--- src/rtl/uart_rx_fifo.sv ---
// 8N1 UART receiver feeding a first-word-fall-through FIFO, with sticky
// framing-error and overflow flags.
module uart_rx_fifo #(
  parameter int BAUD_DIV = 5208,
  parameter int ADDR_W   = 3
) (
  input  logic              clk,
  input  logic              clr,
  input  logic              rx,
  input  logic              read,
  input  logic              clear_err,
  output logic [7:0]        data_out,
  output logic              data_ready,
  output logic [ADDR_W:0]   rx_count,
  output logic              frame_err,
  output logic              overflow,
  output logic [2:0]        state_dbg
);

  localparam int DEPTH = 1 << ADDR_W;
  localparam int TW    = $clog2(BAUD_DIV);
  localparam logic [TW-1:0] TMR_LAST = TW'(BAUD_DIV - 1);
  localparam logic [TW-1:0] TMR_HALF = TW'(BAUD_DIV / 2 - 1);
  localparam logic [ADDR_W:0] FULL_CNT = (ADDR_W + 1)'(DEPTH);

  localparam logic [2:0] S_IDLE  = 3'd0;
  localparam logic [2:0] S_START = 3'd1;
  localparam logic [2:0] S_DATA  = 3'd2;
  localparam logic [2:0] S_STOP  = 3'd3;
  localparam logic [2:0] S_BREAK = 3'd4;

  logic          rx_meta;
  logic          rx_s;
  logic [2:0]    state;
  logic [TW-1:0] tmr;
  logic [2:0]    bitn;
  logic [7:0]    shreg;
  logic          tmr_done;
  logic          push_req;
  logic          ferr_set;

  logic [7:0]    mem [DEPTH];
  logic [ADDR_W:0] wr_ptr;
  logic [ADDR_W:0] rd_ptr;
  logic          fifo_full;
  logic          fifo_empty;
  logic          do_pop;
  logic          do_push;
  logic          ovf_set;

  // rx is asynchronous to clk; both stages idle high so reset looks like a quiet line.
  always_ff @(posedge clk or posedge clr) begin
    if (clr) begin
      rx_meta <= 1'b1;
      rx_s    <= 1'b1;
    end else begin
      rx_meta <= rx;
      rx_s    <= rx_meta;
    end
  end

  always_comb begin
    tmr_done = (tmr == TMR_LAST);
    push_req = (state == S_STOP) && tmr_done && rx_s;
    ferr_set = (state == S_STOP) && tmr_done && !rx_s;
  end

  always_ff @(posedge clk or posedge clr) begin
    if (clr) begin
      state <= S_IDLE;
      tmr   <= '0;
      bitn  <= '0;
      shreg <= '0;
    end else begin
      case (state)
        S_IDLE: begin
          tmr  <= '0;
          bitn <= '0;
          if (!rx_s) state <= S_START;
        end
        S_START: begin
          // Mid-start-bit check rejects glitches shorter than half a bit.
          if (tmr == TMR_HALF) begin
            tmr   <= '0;
            bitn  <= '0;
            state <= rx_s ? S_IDLE : S_DATA;
          end else begin
            tmr <= tmr + 1'b1;
          end
        end
        S_DATA: begin
          if (tmr_done) begin
            tmr         <= '0;
            shreg[bitn] <= rx_s;
            bitn        <= bitn + 1'b1;
            if (bitn == 3'd7) state <= S_STOP;
          end else begin
            tmr <= tmr + 1'b1;
          end
        end
        S_STOP: begin
          if (tmr_done) begin
            tmr   <= '0;
            state <= rx_s ? S_IDLE : S_BREAK;
          end else begin
            tmr <= tmr + 1'b1;
          end
        end
        S_BREAK: begin
          // A held-low line must return high before another start bit counts.
          tmr <= '0;
          if (rx_s) state <= S_IDLE;
        end
        default: begin
          tmr   <= '0;
          state <= S_IDLE;
        end
      endcase
    end
  end

  assign state_dbg = state;

  // Consumer handshake: data_out is valid whenever data_ready is high; a cycle
  // with read high and data_ready high pops exactly one entry, read while empty
  // is ignored.
  always_comb begin
    rx_count   = wr_ptr - rd_ptr;
    fifo_full  = (rx_count == FULL_CNT);
    fifo_empty = (rx_count == '0);
    do_pop     = read && !fifo_empty;
    do_push    = push_req && (!fifo_full || do_pop);
    ovf_set    = push_req && fifo_full && !do_pop;
  end

  always_ff @(posedge clk or posedge clr) begin
    if (clr) begin
      for (int i = 0; i < DEPTH; i++) mem[i] <= '0;
    end else if (do_push) begin
      mem[wr_ptr[ADDR_W-1:0]] <= shreg;
    end
  end

  always_ff @(posedge clk or posedge clr) begin
    if (clr) begin
      wr_ptr <= '0;
      rd_ptr <= '0;
    end else begin
      if (do_push) wr_ptr <= wr_ptr + 1'b1;
      if (do_pop)  rd_ptr <= rd_ptr + 1'b1;
    end
  end

  assign data_out   = mem[rd_ptr[ADDR_W-1:0]];
  assign data_ready = !fifo_empty;

  // Set has priority over clear_err so an error in the clearing cycle is kept.
  always_ff @(posedge clk or posedge clr) begin
    if (clr) begin
      frame_err <= 1'b0;
      overflow  <= 1'b0;
    end else begin
      if (ferr_set)       frame_err <= 1'b1;
      else if (clear_err) frame_err <= 1'b0;
      if (ovf_set)        overflow  <= 1'b1;
      else if (clear_err) overflow  <= 1'b0;
    end
  end

endmodule
--- config.mk ---
export PLATFORM = sky130hd
export DESIGN_NAME = uart_rx_fifo
export DESIGN_NICKNAME = d
export VERILOG_FILES = /design/src/rtl/uart_rx_fifo.sv
export SDC_FILE = /design/constraint.sdc
export NUM_CORES = 1
export LEC_CHECK = 0
export BUFFER_PORTS_ARGS = -buffer_cell sky130_fd_sc_hd__buf_2
export CORE_MARGIN = 2
export CORE_UTILIZATION = 35
export CTS_CLUSTER_DIAMETER = 120
export DETAILED_ROUTE_END_ITERATION = 6
export PLACE_DENSITY = 0.6
export SETUP_SLACK_MARGIN = 0.05
export SKIP_CTS_REPAIR_TIMING = 1
export SYNTH_ARGS = -nofsm -noshare
export SYNTH_HDL_FRONTEND = slang
export SYNTH_SLANG_ARGS = --single-unit
--- constraint.sdc ---
create_clock -name clk -period 9.1 [get_ports clk]
set_clock_uncertainty 0.05 [all_clocks]
set_input_delay 0.455 -clock clk [delete_from_list [all_inputs] [get_ports clk]]
set_output_delay 0.455 -clock clk [all_outputs]
set_load 0.01 [all_outputs]
After elaboration in Yosys (flattened, before gate mapping):

Cells that the tools add are included.

* bits in registers: 103
* word-level logic and storage cells: 94

* add/subtract/negate cells: 5
* magnitude comparators: 5
* equal/unequal tests: 14
* muxes and demuxes: 27
* bitwise gates (word level): 2
* reduce and logical (&&, ||, !) cells: 23

Operator list (count)
* 64-bit bitwise mux: 1
* 3-bit two-way mux: 9
* 13-bit two-way mux: 2
* 13-bit case mux with 2 select lines: 1
* 8-bit binary-select mux with 3-bit select: 1
* 8-bit demux with 3-bit select: 1
* 8-bit two-way mux: 3
* 3-bit case mux with 5 select lines: 1
* 13-bit by 1-bit adder with 13-bit output (second input constant): 1
* 13-bit by 12-bit == test with 1-bit output (second input constant): 1
* 13-bit == test (second input constant): 1
* 2-bit inequality test (second input constant): 6
* 1-bit logical AND: 9
* 3-bit case mux with 3 select lines: 1
* 4-bit by 1-bit adder with 4-bit output (second input constant): 2
* 8-bit bitwise mux: 1
* 4-bit >= comparator (second input constant): 2
* 3-bit inverter with 4-bit output: 2
* 3-bit by 2-bit == test with 1-bit output (second input constant): 2
* 3-bit == test (second input constant): 2
* 6-bit AND reduction: 1
* 4-bit == test (second input constant): 1
* 1-bit zero test: 4
* 4-bit zero test: 1
* other kinds (16): 20

Depth between registers and ports, before layout:

Gate-level depths: netlist of run 1.

* depth in word-level cells: 7
* gate-level depth with buffers: 10
* depth with buffers taken out: 9

Worst setup path before layout of run 1:

No wires, ideal clock.

* path type: register -> register
* start: reg rd_ptr[1]
* end: reg wr_ptr[1]
* setup time: 0.125 ns
* data arrival time: 2.761 ns
* data required time: 8.925 ns
* slack: 6.164 ns
* cell stages (with the launch flop): 11
* period minus slack after synthesis: 2.936 ns
* path through: dfrtp_1 > clkbuf_1 > buf_1 > inv_1 > fa_1 > nand2b_1 > nor3_1 > o21ai_2 > buf_2 > nand2_1 > mux2_2

* word-level cells in the longest chain between the ends: 6

Ends and longest elaborated chain
* start, declared: line 44 `logic [ADDR_W:0] rd_ptr;`
* start signal, assigned: line 150 `if (do_pop) rd_ptr <= rd_ptr + 1'b1;`
* 4-bit subtractor (*): line 128 `rx_count = wr_ptr - rd_ptr;`
* net rx_count[1]: line 14 `output logic [ADDR_W:0] rx_count,`
* 4-bit zero test: line 130 `fifo_empty = (rx_count == '0);`
* 1-bit zero test: line 131 `do_pop = read && !fifo_empty;`
* 1-bit logical AND: line 131
* 1-bit logical OR (*): line 132 `do_push = push_req && (!fifo_full || do_pop);`
* 1-bit logical AND (*): line 132
* end signal, assigned: line 149 `if (do_push) wr_ptr <= wr_ptr + 1'b1;`
* end, declared: line 43 `logic [ADDR_W:0] wr_ptr;`

The timed path passes the listed nets; every way through them passes the cells marked *.
A chain may end at the register's enable or synchronous reset.

Final worst setup path of run 1:

* start: reg rd_ptr[1]
* end: reg mem[32] (netlist bit)

* word-level cells in the longest chain between the ends: 6

Ends and longest elaborated chain
* 4-bit subtractor (*): line 128
* 4-bit zero test: line 130
* 1-bit zero test: line 131
* 1-bit logical AND: line 131
* 1-bit logical OR (*): line 132
* 1-bit logical AND (*): line 132
* end signal, assigned by index: line 140 `mem[wr_ptr[ADDR_W-1:0]] <= shreg;`
* end, declared: line 42 `logic [7:0] mem [DEPTH];`

Mark *: on every way between the ends. The rest lies on a longest branch, timed or not.

==> results of run 1 <==
==> stage by stage <==
step / cells / setup WS, ps / total power, W
floorplan: 415 / 5894 / 0.0006397
finish: 618 / 5636 / 0.001101
global placement: 602 / 5759 / 0.0006907
CTS: 618 / 5649 / 0.001112
detailed placement: 602 / 5670 / 0.0006939
global route: 618 / 5338 / 0.001155
==> final cells by class <==
type | count | area, um^2 | share of cell area [%]
clock inverters | 6 | 95.09 | 1.713
multi-input cells | 282 | 2246 | 40.46
inverters | 13 | 51.30 | 0.9240
well taps | 180 | 225.2 | 4.057
flip-flops and latches | 103 | 2580 | 46.47
clock buffers | 10 | 229.0 | 4.124
repair buffers | 24 | 125.1 | 2.254
==> critical path: cells and delay by family, from the launching register on <==
kind | cells | cell delay [ps]
compound gates | 4 | 1210
flops | 1 | 970
simple gates | 1 | 680
fa+ha+maj | 1 | 240
buf+inv | 1 | 200
==> cell families after synthesis <==
kind of cell | synth area share, %
buf+inv | 3.188
xor+xnor | 3.163
simple gates | 15.64
fa+ha+maj | 2.410
flops | 51.76
mux | 10.54
compound gates | 13.30
==> power by group <==
part	total, W	switching (W)	internal, W
Sequential	0.000503	0.0000357	0.000467
Clock	0.000417	0.000173	0.000243
Combinational	0.000181	0.000104	0.0000774
Total	0.00110	0.000313	0.000788
==> cell usage in the layout (no fill, tap or decap), types with 3 or more instances in the layout <==
cell and n:
a21oi_1 5, and4bb_2 3, buf_2 22, clkbuf_16 9, clkinv_4 4, dfrtp_1 101
ha_1 8, inv_1 11, mux2_2 8, mux2_4 3, mux2i_1 3, mux4_2 16
nand2_1 47, nand2b_1 11, nand3_1 15, nand4_1 5, nand4b_1 4, nor2_1 28
nor3_1 9, o2bb2ai_1 64, xnor2_1 10, xor2_1 8
==> sequential cells by signal (all words and copies together) (netlist names) <==
signal	flops
tmr	13
shreg	8
state_dbg	3
overflow	1
rd_ptr	4
rx_s	1
rx_meta	1
wr_ptr	4
bitn	3
mem	64
frame_err	1
==> per-layer routing <==
layer,GRT usage (%),part of all wire (%),vias up
li1,-,-,1567
met1,21.96,46,1738
met2,24.73,46,82
met3,4.566,6.1,13
met4,5.682,1.9,0
met5,0,0,-
==> path summary, 6_finish.rpt <==
check / from / to / cells past startpoint
worst max-delay path: rd_ptr[1]$_DFFE_PP0P_ / mem[32]$_DFFE_PP0P_ / 7
worst min-delay path: clr / state_dbg[0]$_DFFE_PP0P_ / 2
worst max register to register: rd_ptr[1]$_DFFE_PP0P_ / mem[32]$_DFFE_PP0P_ / 7
worst min register to register: rx_meta$_DFF_PP1_ / rx_s$_DFF_PP1_ / 0
max in group asynchronous: clr / mem[51]$_DFFE_PP0P_ / 3
min in group clk: rx / rx_meta$_DFF_PP1_ / 1
==> flow_metrics.py, run 1 <==
metrics = {
    "run_status": {
        "outcome": "finished, violations left",
        "violations": "negative hold slack",
    },
    "run": {
        "drv_cap": 0,
    },
    "detailed_routing": {
        "drtAntennaViolNets": 0,
        "routed_wl_um": 11320,
        "vias": 3400,
        "drtIter0Drc": 347,
        "drc": 0,
        "wl_per_cell_um": 18.32,
        "via_per_inst": 5.502,
        "drtPass1Iterations": 4,
    },
    "yosys": {
        "synth_fp_nets": 429,
        "synth-edff-count": 0,
        "synth_top_area_share_pct": 50.70,
        "synth_most_common_cell": "dfrtp_1",
        "yosys-top-cells-area": "dfrtp_1 51%, o2bb2ai_1 11%, mux4_2 7.2%",
        "yosysUniqueCellTypes": 56,
        "synth-seq-cells": 103,
        "synthTopCellsByCount": "101 x dfrtp_1, 64 x o2bb2ai_1, 47 x nand2_1, 28 x nor2_1, 16 x mux4_2",
        "avgSynthCellArea_um2": 12.01,
        "yosysWarningCount": 0,
        "synthArstFlopShare_pct": 100.0,
        "seq_area_frac_synth_pct": 51.76,
        "syn_area_um2": 4985,
        "synth_cells": 415,
        "synthFlopType": "dfrtp_1",
        "yosys.area.top_type": "dfrtp_1",
    },
    "setup_path": {
        "worstSetupEndpointType": "register",
        "arrival_ps": 3670,
        "crit_fanout": 20,
        "max_stage_delay_ps": 970,
        "start_kind": "register",
        "critPathKind": "reg2reg",
        "r2r_slack_ps": 5640,
        "critPathSlowestCell": "dfrtp_1",
        "crit_chain": "inv_1 -> ha_1 -> a21oi_1 -> a22oi_1 -> o21ai_2 -> nand3_1 -> o2bb2ai_1",
        "required_ps": 9300,
    },
    "sta": {
        "worstMarginPinSlew_ps": 1058,
        "period_needed_ps": 3464,
        "fmax_mhz": 288.7,
        "tns_ps": 0,
        "rsz0062_at_grt": "false",
        "hold_viol_final": 17,
        "maxSlewHeadroom_pct": 29.44,
        "slew_viol_final": 0,
        "hold_ws_ps": -16.06,
        "setup_viol": 0,
        "fin_crit_sh_pct": 38.06,
    },
    "clock_network": {
        "insertion_delay_ps": 350,
        "cts_made_buffers": 9,
        "path_clk_slew_ps": 70,
        "cts_buffer_depth": 2,
        "cts_root_buf": "clkbuf_16",
        "clock_sinks": 103,
        "cts_tree": "yes",
        "cts_max_level": 3,
    },
    "worst_hold_path": {
        "hp-class": "in2async",
    },
    "final_layout": {
        "antennaDiodeCount": 0,
        "drive_above_1_share_pct": 18.95,
        "finish.instance_area_um2": 5552,
        "area_delta_synth_final_pct": 11.37,
        "nFillCells": 1328,
        "fin_nets": 447,
        "fin_util_pct": 39.99,
    },
    "global_route": {
        "grt_overflow_total": 0,
        "grt_pass1_wl_um": 18380,
        "grt.total_usage_pct": 16.15,
        "grt_pass1_vias": 3388,
        "antenna_found_initial": 0,
        "grt_max_degree": 85,
    },
    "power_and_ir_drop": {
        "power_leakage_nw": 2.400,
        "peakVddDrop_mv": 0.08827,
        "power.density_nw_per_um2": 198.3,
    },
    "floorplanning": {
        "die_h_um": 123.3,
        "start_util_pct": 35.91,
        "rows": 43,
        "die_area_um2": 15210,
        "core-area_um2": 13880,
        "ios": 23,
        "dieWidth_um": 123.3,
    },
    "place": {
        "hpwl_um": 7340,
        "io_buffers": 22,
        "gp_congestion": 0.8216,
        "postPlaceCellArea_um2": 5228,
    },
}
Note: power is estimated with default switching activity, not from simulation.
==> run 2, diff against run 1 <==
clock period = 3.6 ns   (was 9.1 ns; I/O delays follow)
==> run 2 against run 1 <==
The flow now finishes without violations. First-iteration DRC count decreased by 24%. Largest power group unchanged. Cell area increased by 0.11%. Fmax increased by 10%. Critical path depth unchanged. Via count increased by 0.26%. Hold slack improved by 30 ps. Highest routed layer unchanged. Sequential cell count unchanged. Critical endpoint unchanged.
==> flow_metrics.py, run 2 (synthesized netlist as in run 1, its figures left out) <==
metrics = {
    "run_status": {
        "outcome": "finished, final reports clean",
    },
    "final_layout": {
        "final_common_cell": "dfrtp_1",
        "antennaDiodeCount": 0,
        "fin_nets": 455,
        "drive_above_1_share_pct": 19.96,
        "largest_register_ffs": 64,
        "regMostFlops": "mem",
        "area_delta_synth_final_pct": 11.50,
        "fin_util_pct": 40.04,
        "top_regs": "mem: 64 flops, tmr: 13 flops, shreg: 8 flops",
        "final_cell_mix": "101 x dfrtp_1, 64 x o2bb2ai_1, 47 x nand2_1",
    },
    "setup_path": {
        "crit_fanout": 16,
        "arrival_ps": 3340,
        "critPathKind": "reg2reg",
        "start_kind": "register",
        "worstSetupEndpointType": "register",
        "cp_num_buf_inv": 1,
        "crit_chain": "inv_2 -> ha_1 -> a21oi_1 -> a22oi_1 -> o21ai_2 -> nand3_1 -> o2bb2ai_1",
        "cpLargestDelayFamily": "compound AO/OA/AOI/OAI gates",
        "required_ps": 3800,
        "max_stage_delay_ps": 650,
        "critPathSlowestCell": "nand3_1",
        "rr_worst_depth": 7,
        "reg2reg_from": "rd_ptr[2]$_DFFE_PP0P_",
        "r2r_slack_ps": 460,
        "r2r_end": "mem[32]$_DFFE_PP0P_",
    },
    "detailed_routing": {
        "drc": 0,
        "drtIter0Drc": 264,
        "drtAntennaViolNets": 0,
        "wl_per_cell_um": 18.55,
        "via_per_inst": 5.446,
        "vias": 3409,
        "routed_wl_um": 11610,
        "drtPass1Iterations": 4,
    },
    "floorplanning": {
        "core-area_um2": 13880,
        "die_h_um": 123.3,
        "die_area_um2": 15210,
        "start_util_pct": 35.91,
        "ios": 23,
        "dieWidth_um": 123.3,
        "rows": 43,
    },
    "place": {
        "gp_congestion": 0.8234,
        "hpwl_um": 7784,
        "io_buffers": 22,
    },
    "power_and_ir_drop": {
        "power_w": 0.002625,
        "power_leakage_nw": 2.412,
        "peakVddDrop_mv": 0.2125,
        "power.density_nw_per_um2": 472.3,
    },
    "clock_network": {
        "cts_root_buf": "clkbuf_16",
        "cts_made_buffers": 9,
        "path_clk_slew_ps": 70,
        "cts_tree": "yes",
        "clock_sinks": 103,
        "cts_max_level": 3,
        "insertion_delay_ps": 340,
        "cts_buffer_depth": 2,
    },
    "global_route": {
        "grt_pass1_vias": 3445,
        "antenna_found_initial": 0,
        "grt_pass1_wl_um": 19210,
        "grt.total_usage_pct": 16.82,
        "grt_overflow_total": 0,
        "grt_max_degree": 62,
    },
    "worst_hold_path": {
        "hold_end": "frame_err$_DFFE_PP0P_",
        "holdPathStages": 2,
        "min_from": "clear_err",
        "hp-class": "in2reg",
    },
    "run": {
        "drv_cap": 0,
    },
    "sta": {
        "tns_ps": 0,
        "fin_crit_sh_pct": 87.33,
        "setup_viol": 0,
        "fmax_mhz": 318.1,
        "maxSlewHeadroom_pct": 49.82,
        "hold_ws_ps": 14.28,
        "period_needed_ps": 3144,
        "hold_viol_final": 0,
        "rsz0062_at_grt": "false",
        "worstMarginPinSlew_ps": 752.8,
        "slew_viol_final": 0,
    },
}
-- run 2: changes by cell type in the layout (fill, tap and decap cells not counted) --
| cell | previous run | this run |
|---|---|---|
| buf_4 | 2 | 8 |
| clkinv_2 | 0 | 4 |
| clkinv_4 | 4 | 0 |
| bufinv_16 | 2 | 0 |
| dlygate4sd3_1 | 0 | 2 |
| clkinvlp_4 | 0 | 1 |
| inv_6 | 0 | 1 |
-- run 2: area by class of cell --
type | count | area (um^2)
timing repair buffer | 32 | 190.2
clock inverter | 6 | 36.28
multi-input combinational | 282 | 2246
inverter | 13 | 51.30
clock buffer | 10 | 229.0
fill | 1329 | 8323
tap | 180 | 225.2
sequential | 103 | 2580
-- run 2: stage by stage --
stage | setup WS, ps | cell area, um^2 | std cells
3_3_place_gp | 604.2 | 5273 | 608
6_report | 456.2 | 5558 | 626
4_1_cts | 478.5 | 5538 | 624
2_1_floorplan | 664.5 | 4985 | 415
3_5_place_dp | 484.4 | 5273 | 608
5_1_grt | 242.3 | 5558 | 626
-- run 2: worst register-to-register path, stage by stage, from the launching register on --
cell and delay [ps]:
dfrtp_1 590, inv_2 210, ha_1 360, a21oi_1 230, a22oi_1 160, o21ai_2 450, nand3_1 650, o2bb2ai_1 370
-- run 2: per-layer routing --
layer	wire length, um	vias to the layer above	part of all wire [%]	track usage (%)
li1	-	1600	-	-
met1	5439	1729	47	23.70
met3	491	15	4.2	4.613
met2	5409	65	47	24.59
met4	273	0	2.4	6.534
met5	0	-	0	0
-- run 2: how the worst max path moves through the flow --
stage / start / cells past startpoint / endpoint / slack (ps)
2_1_floorplan: rd_ptr[1]$_DFFE_PP0P_ / 10 / wr_ptr[1]$_DFFE_PP0P_ / 660
3_3_place_gp: rd_ptr[2]$_DFFE_PP0P_ / 7 / mem[33]$_DFFE_PP0P_ / 600
3_5_place_dp: rd_ptr[2]$_DFFE_PP0P_ / 7 / mem[37]$_DFFE_PP0P_ / 480
4_1_cts: rd_ptr[2]$_DFFE_PP0P_ / 7 / mem[32]$_DFFE_PP0P_ / 480
5_1_grt: rd_ptr[2]$_DFFE_PP0P_ / 7 / mem[32]$_DFFE_PP0P_ / 240
6_report: rd_ptr[2]$_DFFE_PP0P_ / 7 / mem[32]$_DFFE_PP0P_ / 460
-- run 2: where the power goes --
| group | internal (W) | switching [W] | leakage (nW) |
|---|---|---|---|
| combinational | 0.000201 | 0.000312 | 0.870 |
| clock | 0.000467 | 0.000421 | 0.132 |
| sequential | 0.00118 | 0.0000412 | 1.41 |
| total | 0.00185 | 0.000774 | 2.41 |
